[src/rtl/swd_target_phy.sv]
// SWD target-side PHY: decodes host requests on SWCLK rises, answers with ACK and
// read data, receives write data, and hands transactions to the DP/AP backend.
module swd_target_phy #(
  parameter int LRST_BITS = 50
) (
  input  logic        CLK,
  input  logic        RESETn,
  input  logic        SWDCLKIN,
  input  logic        SWDIN,
  output logic        SWDOUT,
  output logic        SWDOE,
  input  logic        ACK_FAULT,
  input  logic        ACK_WAIT,
  input  logic [31:0] RDATA,
  output logic        REQ,
  output logic        REQ_APNDP,
  output logic        REQ_RNW,
  output logic [1:0]  REQ_ADDR,
  output logic        RD_ACK,
  output logic        WR_STB,
  output logic [31:0] WDATA,
  output logic        PERR,
  output logic        LINE_RESET
);

  localparam int            LW       = $clog2(LRST_BITS + 1);
  localparam logic [LW-1:0] LRST_MAX = LW'(LRST_BITS);

  typedef enum logic [3:0] {
    ST_LOCKOUT, ST_LRST, ST_IDLE, ST_REQ, ST_TRN,
    ST_ACK, ST_RDATA, ST_RTRN, ST_WDATA
  } state_t;

  logic          sync1_q, sync2_q, clk_prev_q, rise_q;
  state_t        state_q;
  logic [5:0]    slot_q;
  logic [5:0]    req_sh_q;
  logic [2:0]    ack_q;
  logic [31:0]   rsh_q, wsh_q, wdata_q;
  logic          rpar_q;
  logic          swdout_q, swdoe_q;
  logic          req_q, rd_ack_q, wr_stb_q, perr_q, line_reset_q;
  logic          req_apndp_q, req_rnw_q;
  logic [1:0]    req_addr_q;
  logic [LW-1:0] lrst_cnt_q, lrst_cnt_d;
  logic          lrst_hit;
  logic [6:0]    req_full;
  logic          req_ok;
  logic [5:0]    slot_nx;

  // SWCLK synchronizer plus registered rise detect (3 CLK pin-to-event)
  always_ff @(posedge CLK) begin
    if (!RESETn) begin
      sync1_q    <= 1'b0;
      sync2_q    <= 1'b0;
      clk_prev_q <= 1'b0;
      rise_q     <= 1'b0;
    end else begin
      sync1_q    <= SWDCLKIN;
      sync2_q    <= sync1_q;
      clk_prev_q <= sync2_q;
      rise_q     <= sync2_q & ~clk_prev_q;
    end
  end

  always_comb begin
    lrst_cnt_d = '0;
    lrst_hit   = 1'b0;
    if (SWDIN && !swdoe_q) begin
      lrst_cnt_d = (lrst_cnt_q == LRST_MAX) ? lrst_cnt_q : lrst_cnt_q + 1'b1;
      lrst_hit   = (lrst_cnt_q == LRST_MAX - 1'b1);
    end
  end

  // Request fields by index: APnDP, RnW, A2, A3, Parity, Stop, Park
  assign req_full = {SWDIN, req_sh_q};
  assign req_ok   = req_full[6] && !req_full[5] && ((^req_full[3:0]) == req_full[4]);
  assign slot_nx  = slot_q + 6'd1;

  always_ff @(posedge CLK) begin
    if (!RESETn) begin
      state_q      <= ST_LOCKOUT;
      slot_q       <= '0;
      req_sh_q     <= '0;
      ack_q        <= '0;
      rsh_q        <= '0;
      wsh_q        <= '0;
      wdata_q      <= '0;
      rpar_q       <= 1'b0;
      swdout_q     <= 1'b0;
      swdoe_q      <= 1'b0;
      req_q        <= 1'b0;
      rd_ack_q     <= 1'b0;
      wr_stb_q     <= 1'b0;
      perr_q       <= 1'b0;
      line_reset_q <= 1'b0;
      req_apndp_q  <= 1'b0;
      req_rnw_q    <= 1'b0;
      req_addr_q   <= '0;
      lrst_cnt_q   <= '0;
    end else begin
      req_q        <= 1'b0;
      rd_ack_q     <= 1'b0;
      wr_stb_q     <= 1'b0;
      perr_q       <= 1'b0;
      line_reset_q <= 1'b0;
      if (rise_q) begin
        lrst_cnt_q <= lrst_cnt_d;
        if (lrst_hit) begin
          // Line reset wins over whatever slot this rise belonged to
          line_reset_q <= 1'b1;
          state_q      <= ST_LRST;
          swdoe_q      <= 1'b0;
          swdout_q     <= 1'b0;
        end else begin
          case (state_q)
            ST_LOCKOUT: ;
            ST_LRST: if (!SWDIN) state_q <= ST_IDLE;
            ST_IDLE: if (SWDIN) begin
              state_q <= ST_REQ;
              slot_q  <= '0;
            end
            ST_REQ: begin
              slot_q   <= slot_nx;
              req_sh_q <= req_full[6:1];
              if (slot_nx == 6'd7) begin
                if (req_ok) begin
                  req_q       <= 1'b1;
                  req_apndp_q <= req_full[0];
                  req_rnw_q   <= req_full[1];
                  req_addr_q  <= {req_full[3], req_full[2]};
                  state_q     <= ST_TRN;
                end else begin
                  state_q <= ST_LOCKOUT;
                end
              end
            end
            ST_TRN: begin
              slot_q  <= slot_nx;
              state_q <= ST_ACK;
              if (ACK_FAULT)     ack_q <= 3'b100;
              else if (ACK_WAIT) ack_q <= 3'b010;
              else begin
                ack_q <= 3'b001;
                if (req_rnw_q) begin
                  rsh_q    <= RDATA;
                  rpar_q   <= ^RDATA;
                  rd_ack_q <= 1'b1;
                end
              end
            end
            ST_ACK: begin
              slot_q <= slot_nx;
              case (slot_nx)
                6'd9: begin
                  swdoe_q  <= 1'b1;
                  swdout_q <= ack_q[0];
                end
                6'd10: swdout_q <= ack_q[1];
                6'd11: swdout_q <= ack_q[2];
                default: begin
                  if (ack_q == 3'b001 && req_rnw_q) begin
                    swdout_q <= rsh_q[0];
                    rsh_q    <= {1'b0, rsh_q[31:1]};
                    state_q  <= ST_RDATA;
                  end else begin
                    swdoe_q  <= 1'b0;
                    swdout_q <= 1'b0;
                    state_q  <= (ack_q == 3'b001) ? ST_WDATA : ST_IDLE;
                  end
                end
              endcase
            end
            ST_RDATA: begin
              slot_q <= slot_nx;
              if (slot_nx == 6'd44) begin
                swdout_q <= rpar_q;
                state_q  <= ST_RTRN;
              end else begin
                swdout_q <= rsh_q[0];
                rsh_q    <= {1'b0, rsh_q[31:1]};
              end
            end
            ST_RTRN: begin
              swdoe_q  <= 1'b0;
              swdout_q <= 1'b0;
              state_q  <= ST_IDLE;
            end
            ST_WDATA: begin
              slot_q <= slot_nx;
              if (slot_nx == 6'd45) begin
                if ((^wsh_q) == SWDIN) begin
                  wdata_q  <= wsh_q;
                  wr_stb_q <= 1'b1;
                end else begin
                  perr_q <= 1'b1;
                end
                state_q <= ST_IDLE;
              end else begin
                wsh_q <= {SWDIN, wsh_q[31:1]};
              end
            end
            default: state_q <= ST_LOCKOUT;
          endcase
        end
      end
    end
  end

  assign SWDOUT     = swdout_q;
  assign SWDOE      = swdoe_q;
  assign REQ        = req_q;
  assign REQ_APNDP  = req_apndp_q;
  assign REQ_RNW    = req_rnw_q;
  assign REQ_ADDR   = req_addr_q;
  assign RD_ACK     = rd_ack_q;
  assign WR_STB     = wr_stb_q;
  assign WDATA      = wdata_q;
  assign PERR       = perr_q;
  assign LINE_RESET = line_reset_q;

endmodule

[config.mk]
export PLATFORM = sky130hd
export DESIGN_NAME = swd_target_phy
export DESIGN_NICKNAME = d
export VERILOG_FILES = /design/src/rtl/swd_target_phy.sv
export SDC_FILE = /design/constraint.sdc
export NUM_CORES = 1
export LEC_CHECK = 0
export BUFFER_PORTS_ARGS = -buffer_cell sky130_fd_sc_hd__buf_2
export CAP_MARGIN = 20
export CORE_ASPECT_RATIO = 1.75
export CORE_MARGIN = 1
export CORE_UTILIZATION = 45
export DETAILED_ROUTE_END_ITERATION = 10
export GPL_TIMING_DRIVEN = 1
export HOLD_SLACK_MARGIN = 0.02
export PLACE_DENSITY = 0.72
export SETUP_SLACK_MARGIN = 0.05
export SLEW_MARGIN = 20
export SYNTH_ARGS = -nofsm -noshare
export SYNTH_HDL_FRONTEND = slang
export SYNTH_SLANG_ARGS = --single-unit
[constraint.sdc]
create_clock -name CLK -period 7.8 [get_ports CLK]
set_input_delay 1.17 -clock CLK [delete_from_list [all_inputs] [get_ports CLK]]
set_output_delay 1.17 -clock CLK [all_outputs]
set_load 0.01 [all_outputs]
==> results.md, run 1 <==
- Status: finished clean
- Clk_lat worst skew: 410 ps
- GR Overflow Total: 0
- Fillers: 1,360
- Top_reg_cell synth: dfxtp_1
- Die width: 93.7 microns
- Peak supply drop: 0.144 mV
- Routed WL per cell: 14.5 microns
- Final setup fails: 0
- HP Class: reg2reg
- Maximum clock frequency: 311 MHz
- Max Cap Violations: 0
- Cts-stage hold buffer count: 0
- Syn Nets: 826
- Final Hold Fails: 0
- Setup crit end kind: flop
- Syn_area_per_cell: 8.49 sq um
- Arrival @ worst endpoint: 3530 ps
- Vias in the first global route: 5,279
- Violation count after the first detailed-route iteration: 314
- #FFs+latches synth: 137
- R2r endpoint: rsh_q[19]
- Total CTS buffers: 17
- Post-Syn Area: 6620 sq um
- Die height: 162 microns
- Most frequent cells in the layout: 137 x dfxtp_1, 97 x nand2_1, 88 x a21oi_1
- CTS root buf: clkbuf_16
- RR Startpoint: slot_q[0]
- Die area: 15,200 sq um
- Seq/Total Area, Yosys: 41.4%
- Initial antenna violation count: 0
- Clk_skew: 6.35 ps
- Yosys top cell by area: dfxtp_1
- Nets: 883
- Final Critical Period: 3210 ps
- CTS clk-pin slew, worst paths: 60 ps
- LEAKAGE: 3.03 nW
- Reg2Reg Depth: 9
- Hpwl dp: 10,300 microns
- Mapped Cells: 780
- Via count: 5,555
- Tot Pwr: 0.00165 W
- TNS Setup: 0 ps
- Vias per cell: 5.39
- Detailed Route WL: 14,900 microns
- Async SR Flop Fraction: 0%
- Ys Warns: 0
- EDFF count, synth: 0
- Capture point of the critical path: WDATA[10]
- PortBufs: 80
- Fin Hold WS: 383 ps
- Clock sinks: 137
- Synth top area share: 41.4%
- Most common cell after layout, fill and taps aside: dfxtp_1
- Worst Setup SP: SWDIN
- Top cells by area, synth: dfxtp_1 41%, xnor2_1 7.8%, a21oi_1 6.7%
- Layout cells sized above 1: 19.4%
- Least-Margin Pin Slew: 1010 ps
- Row Count: 58
- # IOs: 81
- Largest net degree at the start of global routing: 67
- Global placement routability congestion: 0.957
- Reg-to-reg slack, setup: 4600 ps
- Core Area: 14,400 sq um
- Max Slew Vio Count: 0
- Crit-path max FO: 21
- CTS max path bufs: 2
- Area grow syn2layout: 17.5%
- Distinct cell type count after synthesis: 52
- Critical Path RT: 8120 ps
- Unrepaired setup endpoints after global routing: false
- TritonCTS clock tree: done
- Final period util: 41.2%
- Cts repair resizes: 0
- Global Route Usage Sum: 20.3%
- 1st-pass router iterations: 5
- Crit path kind: in2reg
- ANT nets after route: 0
- Initial Util: 46.1%
- CP startpoint kind: primary input
- PwrDens: 212 nW/um^2
- Antenna diode count: 0
- H-tree depth: 4
- Normalized max-slew margin: 32.3%
- Post-CTS Setup Inserts: 0
- Drc violations: 0
- First-pass GRT wire length: 24,600 microns
kinds of logic after synthesis:
logic type | after synthesis | share of synthesized area [%]
compound gates | 161 | 13.9
xor+xnor | 74 | 10.0
fa+ha+maj | 8 | 1.51
buf+inv | 58 | 3.38
flops | 137 | 41.4
mux | 71 | 11.3
simple gates | 271 | 18.5
critical path, stage by stage:
cell     delay, ps
buf_2          200
xnor2_1        160
xnor2_1        150
xnor2_1        140
xnor3_1        520
xor2_2         550
buf_4          360
nand3_1        100
a21oi_1        140
per-stage QoR:
stage	setup WS (ps)	instances	utilization, %	cell area [sq um]
global route	4380	1030	54.1	7770
detailed placement	4220	997	49.6	7120
global placement	4300	997	49.6	7120
floorplan	4620	780	-	6620
finish	4590	1030	54.1	7770
CTS	4640	1029	54.0	7760
sequential cells by signal (all words and copies together), names as in the netlist, 2 cells and up:
name	flops
REQ_ADDR	2
WDATA	32
ack_q	3
lrst_cnt_q	6
req_sh_q	6
rsh_q	32
slot_q	6
state_q	4
wsh_q	32
cell type report:
type                            count  area [sq um]  area share (%)
Clock inverter                     14           194            2.49
Multi-Input combinational cell    585          3680            47.3
Sequential cell                   137          2740            35.3
Clock buffer                       18           439            5.65
Timing Repair Buffer               87           460            5.92
Tap cell                          180           225            2.90
Inverter                            9          35.0           0.451
cells in the mapped netlist (2+ instances only):
library cell and number:
a211oi_1 2, a2111oi_0 2, mux2i_1 40, nand3_1 41, or3_1 2, a22oi_1 4, nor2b_1 6, ha_1 8
and2_1 8, nor3_1 11, nor2_1 79, inv_1 8, xnor2_1 59, nand2b_1 5, and3_1 2, nand4_1 6
nand2_1 97, o21ai_0 45, nor4_1 2, mux2_2 31, a21oi_1 88, o21a_1 6, nand3b_1 3, clkbuf_1 44
buf_2 5, xor2_1 14, dfxtp_1 137
report_power, final:
group          internal, W  switching [W]
sequential        0.000701    0.000000977
clock             0.000545       0.000309
combinational    0.0000437      0.0000486
total              0.00129       0.000359
worst min-delay path by stage:
stage | from | endpoint | slack, ps | cells after the start
4_1_cts | clk_prev_q | rise_q | 390 | 1
6_report | clk_prev_q | rise_q | 380 | 1
5_1_grt | clk_prev_q | rise_q | 400 | 1
3_5_place_dp | clk_prev_q | rise_q | 380 | 1
3_3_place_gp | clk_prev_q | rise_q | 370 | 1
2_1_floorplan | clk_prev_q | rise_q | 370 | 1
per-layer routing:
layer	global-route usage, %	wire length, microns
met1	21.7	5880
met4	8.25	272
met2	37.7	8170
met5	0	0
met3	4.44	612
(Power assumes the default switching activity.)
==> run 2: changes to the inputs <==
--- a/config.mk
+++ b/config.mk
@@ -13,7 +13,7 @@
 export DETAILED_ROUTE_END_ITERATION = 10
 export GPL_TIMING_DRIVEN = 1
 export HOLD_SLACK_MARGIN = 0.02
-export PLACE_DENSITY = 0.72
+export PLACE_DENSITY = 0.75
 export SETUP_SLACK_MARGIN = 0.05
 export SLEW_MARGIN = 20
 export SYNTH_ARGS = -nofsm -noshare
==> constraint.sdc (replaced) <==
create_clock -name CLK -period 2.85 [get_ports CLK]
set_input_delay 0.4275 -clock CLK [delete_from_list [all_inputs] [get_ports CLK]]
set_output_delay 0.4275 -clock CLK [all_outputs]
set_load 0.01 [all_outputs]
==> run 2 against run 1 <==
  * Register-to-register slack got worse by 4500 ps
  * Die area unchanged
  * Flip-flop and latch count unchanged
  * Critical path type is now reg2reg
  * Critical endpoint is now state_q[0]
  * Highest routed layer unchanged
==> results.md, run 2 (same netlist as run 1, synthesis figures left out) <==
- Status: finished clean (unchanged)
- ANT nets after route: 0 (unchanged)
- Die area: 15,200 sq um (unchanged)
- Tot Pwr: 0.00433 W (was 0.00165 W)
- GR peak layer: met2 (unchanged)
- Reg-to-reg slack, setup: 100 ps (was 4600 ps)
- Normalized max-slew margin: 61.4% (was 32.3%)
- Initial antenna violation count: 0 (unchanged)
- Detailed Route WL: 15,000 microns (was 14,900 microns)
- 1st-pass router iterations: 5 (unchanged)
- Peak supply drop: 0.404 mV (was 0.144 mV)
- PortBufs: 80 (unchanged)
- R2r endpoint: state_q[0] (was rsh_q[19])
- Sw frac: 24.4% (was 21.8%)
- CTS max path bufs: 2 (unchanged)
- Unrepaired setup endpoints after global routing: true (was false)
- CP startpoint kind: flop (was primary input)
- Crit path kind: reg2reg (was in2reg)
- Area grow syn2layout: 19.4% (was 17.5%)
- Critical Path RT: 3170 ps (was 8120 ps)
- Most common cell after layout, fill and taps aside: dfxtp_1 (unchanged)
- HP Class: in2reg (was reg2reg)
- Maximum clock frequency: 364 MHz
- Via count: 5,652 (was 5,555)
- Antenna diode count: 0 (unchanged)
- Internal: 0.00328 W (was 0.00129 W)
- Met3 usage: 4.06% (was 4.44%)
- Row Count: 58 (unchanged)
- Fin Hold WS: 228 ps (was 383 ps)
- First-pass GRT wire length: 25,100 microns (was 24,600 microns)
- Vias per cell: 5.39 (about the same)
- CTS clk-pin slew, worst paths: 60 ps (about the same)
- Layout cells sized above 1: 21.1% (was 19.4%)
- Die width: 93.7 microns (unchanged)
- Most frequent cells in the layout: 136 x dfxtp_1, 97 x nand2_1, 88 x a21oi_1 (was 137 x dfxtp_1, 97 x nand2_1, 88 x a21oi_1)
- M2 GR Usage: 38.8% (was 37.7%)
- RR Startpoint: slot_q[3] (was slot_q[0])
- Max Cap Violations: 0 (unchanged)
- Hold_sp: SWDCLKIN (was clk_prev_q)
- Hpwl dp: 10,500 microns (was 10,300 microns)
- H-tree depth: 4 (unchanged)
- Met1 Usage GRT: 20.8% (was 21.7%)
- Setup crit end kind: flop (unchanged)
- Final period util: 96.5%
- Core Area: 14,400 sq um (unchanged)
- Arrival @ worst endpoint: 3070 ps (was 3530 ps)
- Final setup fails: 0 (unchanged)
- # IOs: 81 (unchanged)
- Clock sinks: 137 (unchanged)
- Drc violations: 0 (unchanged)
- Vias in the first global route: 5,538 (was 5,279)
- Fin cells: 1,048 (was 1,030)
- Global Route Usage Sum: 20.6% (was 20.3%)
- Fillers: 1,350 (was 1,360)
- Clk_lat worst skew: 420 ps (was 410 ps)
- Core Util, Final: 55.0% (was 54.1%)
- CTS root buf: clkbuf_16 (unchanged)
- GR Overflow Total: 0 (unchanged)
- Routed WL per cell: 14.3 microns (was 14.5 microns)
- Pre-CTS setup slack: 116 ps (was 4220 ps)
- Crit-path max FO: 11 (was 21)
- Cts-stage hold buffer count: 0 (unchanged)
- PwrDens: 548 nW/um^2 (was 212 nW/um^2)
- Die height: 162 microns (unchanged)
- Final Critical Period: 2750 ps
- LEAKAGE: 3.11 nW (was 3.03 nW)
- Least-Margin Pin Slew: 573 ps (was 1010 ps)
- Final Hold Fails: 0 (unchanged)
- Clk_skew: 13.4 ps (was 6.35 ps)
- Total CTS buffers: 17 (unchanged)
- Violation count after the first detailed-route iteration: 263 (was 314)
- Clock share of power: 49.7% (was 51.8%)
- Comb power frac: 6.0% (was 5.6%)
- Post-route worst setup slack: 99.5 ps (was 4590 ps)
- Max Slew Vio Count: 0 (unchanged)
- Global placement routability congestion: 0.865 (was 0.957)
- Initial Util: 46.1% (unchanged)
- Placed Instances: 1,016 (was 997)
- Hold depth: 2 (was 1)
- Reg2Reg Depth: 7 (was 9)
- Largest net degree at the start of global routing: 40 (was 67)
- Worst hold endpoint: sync1_q (was rise_q)
- TritonCTS clock tree: done (unchanged)
- Seq pwr share: 44.3% (was 42.6%)
- Sw Pwr: 0.00106 W (was 0.000359 W)
- Nets: 901 (was 883)
## run 2: cell types whose count changed in the layout (fill, tap and decap cells not counted), moves of 2 or more
cell / before / now
clkinv_2: 3 / 1
buf_4: 6 / 22
inv_8: 0 / 3
bufinv_16: 4 / 1
buf_12: 0 / 3
inv_6: 3 / 6
## run 2: routing by layer
metal	share of wire (%)	up-vias
met5	0	-
met4	2.9	0
met3	3.6	32
met2	55	137
met1	39	2666
li1	-	2817
## run 2: worst max-delay path by stage
| stage | from | cells after the start | slack (ps) | to |
|---|---|---|---|---|
| 2_1_floorplan | slot_q[0] | 10 | 160 | rsh_q[10] |
| 3_3_place_gp | slot_q[1] | 7 | 160 | state_q[2] |
| 3_5_place_dp | slot_q[1] | 10 | 120 | rsh_q[10] |
| 4_1_cts | slot_q[1] | 7 | 80 | state_q[0] |
| 6_report | slot_q[3] | 7 | 100 | state_q[0] |
| 5_1_grt | slot_q[0] | 7 | -20 | state_q[0] |
## run 2: layout make-up
type	instances	area [sq um]	share of cell area, %
multi-input cells	585	3690	46.7
clock buffers	17	425	5.38
well taps	180	225	2.85
inverters	9	35.0	0.443
repair buffers	105	626	7.92
clock inverters	15	155	1.96
flip-flops and latches	137	2740	34.7
## run 2: timing repair
action | in CTS | in global routing
endpoints found under the setup margin | 2 | 42
pin swaps | 0 | 1
setup buffers | 0 | 0
gates resized for setup | 1 | 2
hold endpoints to repair | 0 | 0
## run 2: power by group through the flow
stage | combinational, W | sequential [W] | clock [W]
2_1_floorplan | 0.000185 | 0.00196 | 0
3_3_place_gp | 0.000259 | 0.00196 | 0
3_5_place_dp | 0.000263 | 0.00196 | 0
4_1_cts | 0.000264 | 0.00192 | 0.00220
5_1_grt | 0.000282 | 0.00192 | 0.00228
6_report | 0.000262 | 0.00192 | 0.00215
## run 2: worst max-delay path, stage by stage, from the launching register on
cell and delay (ps):
dfxtp_1 540, nand2_1 150, o21a_1 260, or2_1 260, or4b_4 600, a2111oi_4 510, nor3_1 100, a311oi_1 250
## run 2: through the flow
stage / instance area [sq um] / TNS, ps
floorplan: 6620 / 0
global placement: 7300 / 0
detailed placement: 7300 / 0
CTS: 7890 / 0
global route: 7900 / -34.8
finish: 7900 / 0
==> run 3: changes to the inputs <==
--- a/config.mk
+++ b/config.mk
@@ -5,15 +5,15 @@
 export SDC_FILE = /design/constraint.sdc
 export NUM_CORES = 1
 export LEC_CHECK = 0
-export BUFFER_PORTS_ARGS = -buffer_cell sky130_fd_sc_hd__buf_2
 export CAP_MARGIN = 20
 export CORE_ASPECT_RATIO = 1.75
 export CORE_MARGIN = 1
 export CORE_UTILIZATION = 45
 export DETAILED_ROUTE_END_ITERATION = 10
+export DONT_BUFFER_PORTS = 1
 export GPL_TIMING_DRIVEN = 1
 export HOLD_SLACK_MARGIN = 0.02
-export PLACE_DENSITY = 0.75
+export PLACE_DENSITY = 0.7
 export SETUP_SLACK_MARGIN = 0.05
 export SLEW_MARGIN = 20
 export SYNTH_ARGS = -nofsm -noshare
==> run 3 against run 2 <==
  * Core utilization down 2.8 points
  * Largest power group unchanged
  * Sequential power is essentially flat
  * Clock power grew 4%
  * Critical path type unchanged
==> results.md, run 3 (same netlist as run 1, synthesis figures left out) <==
- Status: finished clean (unchanged)
- Vias in the first global route: 5,070 (was 5,538)
- CTS clk-pin slew, worst paths: 60 ps (about the same)
- Multi-input gate area: 3670 sq um (was 3690 sq um)
- Largest net degree at the start of global routing: 66 (was 40)
- Hpwl dp: 10,200 microns (was 10,500 microns)
- TNS Setup: 0 ps (unchanged)
- Internal: 0.00335 W (was 0.00328 W)
- Arrival @ worst endpoint: 2850 ps (was 3070 ps)
- Drc violations: 0 (unchanged)
- Met1 Usage GRT: 20.8% (about the same)
- Peak supply drop: 0.316 mV (was 0.404 mV)
- Initial antenna violation count: 0 (unchanged)
- Die width: 93.7 microns (unchanged)
- Seq pwr share: 43.8% (was 44.3%)
- Fillers: 1,384 (was 1,350)
- Die height: 162 microns (unchanged)
- Crit-path max FO: 33 (was 11)
- Initial Util: 46.1% (unchanged)
- Setup crit end kind: flop (unchanged)
- H-tree depth: 4 (unchanged)
- GR peak layer: met2 (unchanged)
- CTS max path bufs: 2 (unchanged)
- Most common cell after layout, fill and taps aside: dfxtp_1 (unchanged)
- CTS root buf: clkbuf_16 (unchanged)
- Sw Pwr: 0.00104 W (was 0.00106 W)
- Met3 usage: 5.70% (was 4.06%)
- First-pass GRT wire length: 24,100 microns (was 25,100 microns)
- Total CTS buffers: 17 (unchanged)
- Global Route Usage Sum: 20.1% (was 20.6%)
- Final setup fails: 0 (unchanged)
- Global placement routability congestion: 0.875 (was 0.865)
- Storage cell area: 2740 sq um (about the same)
- Core Area: 14,400 sq um (unchanged)
- Row Count: 58 (unchanged)
- Via count: 5,325 (was 5,652)
- Cts repair resizes: 0 (was 1)
- Violation count after the first detailed-route iteration: 299 (was 263)
- Cts-stage hold buffer count: 0 (unchanged)
- Die area: 15,200 sq um (unchanged)
- ANT nets after route: 0 (unchanged)
- Layout cells sized above 1: 12.7% (was 21.1%)
- Least-Margin Pin Slew: 847 ps (was 573 ps)
- LEAKAGE: 2.74 nW (was 3.11 nW)
- Maximum clock frequency: 389 MHz (was 364 MHz)
- Clock share of power: 51.2% (was 49.7%)
- GR Overflow Total: 0 (unchanged)
- Area grow syn2layout: 13.3% (was 19.4%)
- Clk_lat worst skew: 420 ps (about the same)
- Vias per cell: 5.51 (was 5.39)
- Normalized max-slew margin: 43.0% (was 61.4%)
- PwrDens: 585 nW/um^2 (was 548 nW/um^2)
- 1st-pass router iterations: 4 (was 5)
- Critical Path RT: 3130 ps (was 3170 ps)
- Unrepaired setup endpoints after global routing: false (was true)
- Max Slew Vio Count: 0 (unchanged)
- M2 GR Usage: 36.4% (was 38.8%)
- Post-CTS Setup Inserts: 0 (unchanged)
- Routed WL per cell: 15.2 microns (was 14.3 microns)
- Clk_skew: 13.7 ps (was 13.4 ps)
- Clock sinks: 137 (unchanged)
- Final Critical Period: 2570 ps (was 2750 ps)
- Max Cap Violations: 0 (unchanged)
- Core Util, Final: 52.2% (was 55.0%)
- Crit path kind: reg2reg (unchanged)
- Antenna diode count: 0 (unchanged)
- Sw frac: 23.6% (was 24.4%)
- Detailed Route WL: 14,700 microns (was 15,000 microns)
- Nets: 820 (was 901)
- # IOs: 81 (unchanged)
- Comb power frac: 5.0% (was 6.0%)
- CP startpoint kind: flop (unchanged)
- Most frequent cells in the layout: 137 x dfxtp_1, 97 x nand2_1, 88 x a21oi_1 (was 136 x dfxtp_1, 97 x nand2_1, 88 x a21oi_1)
- HP Class: in2reg (unchanged)
- Final Hold Fails: 0 (unchanged)
- Final period util: 90.2% (was 96.5%)
- PortBufs: 0 (was 80)
- TritonCTS clock tree: done (unchanged)
## run 3: changes by cell type in the layout (fill, tap and decap cells not counted), sizes merged
cell and change:
inv +2, clkinvlp -2, clkinv -1, buf -81, bufinv +1
## run 3: path summary, 6_finish.rpt
| path | startpoint | to | slack, ps | cells after the start |
|---|---|---|---|---|
| setup reg to reg | slot_q[1] | rsh_q[25] | 280 | 10 |
| hold / removal | RESETn | slot_q[3] | 130 | 1 |
| setup / recovery | slot_q[1] | rsh_q[25] | 280 | 10 |
| hold reg to reg | clk_prev_q | rise_q | 390 | 1 |
## run 3: worst max-delay path: stages (launching register included)
cell       delay, ps
dfxtp_1          430
ha_1             330
nand3_1          130
xnor2_1          190
a2111oi_2        340
buf_4            220
nand3_1           80
nand4_1          170
buf_12           260
mux2i_1          220
nor2_1            50
## run 3: power groups by stage
stage / clock network, W / registers, W / logic [W]
after detailed placement: 0 / 0.00196 / 0.000223
after global placement: 0 / 0.00196 / 0.000220
final: 0.00224 / 0.00192 / 0.000220
after CTS: 0.00230 / 0.00192 / 0.000224
after floorplan: 0 / 0.00196 / 0.000185
after global routing: 0.00238 / 0.00192 / 0.000240
## run 3: cell type report
cell class                      instances  share of cell area (%)
Clock buffer                           17                    5.67
Inverter                                9                   0.484
Timing Repair Buffer                   24                    2.90
Tap cell                              180                    3.00
Clock inverter                         15                    2.35
Sequential cell                       137                    36.6
Multi-Input combinational cell        585                    49.0
## run 3: through the flow
stage | setup slack (ps) | area [sq um] | power (W) | hold slack, ps | std cells
2_1_floorplan | 164 | 6620 | 0.00215 | 367 | 780
3_3_place_gp | 337 | 6900 | 0.00218 | 373 | 935
3_5_place_dp | 313 | 6900 | 0.00219 | 375 | 935
4_1_cts | 284 | 7500 | 0.00444 | 111 | 967
5_1_grt | 99.9 | 7500 | 0.00453 | 118 | 967
6_report | 279 | 7500 | 0.00438 | 126 | 967
## run 3: routing by layer
layer	share of wire (%)	vias to the layer above
met5	0	-
met4	2.5	0
met3	4.9	27
met2	54	116
met1	38	2511
li1	-	2671
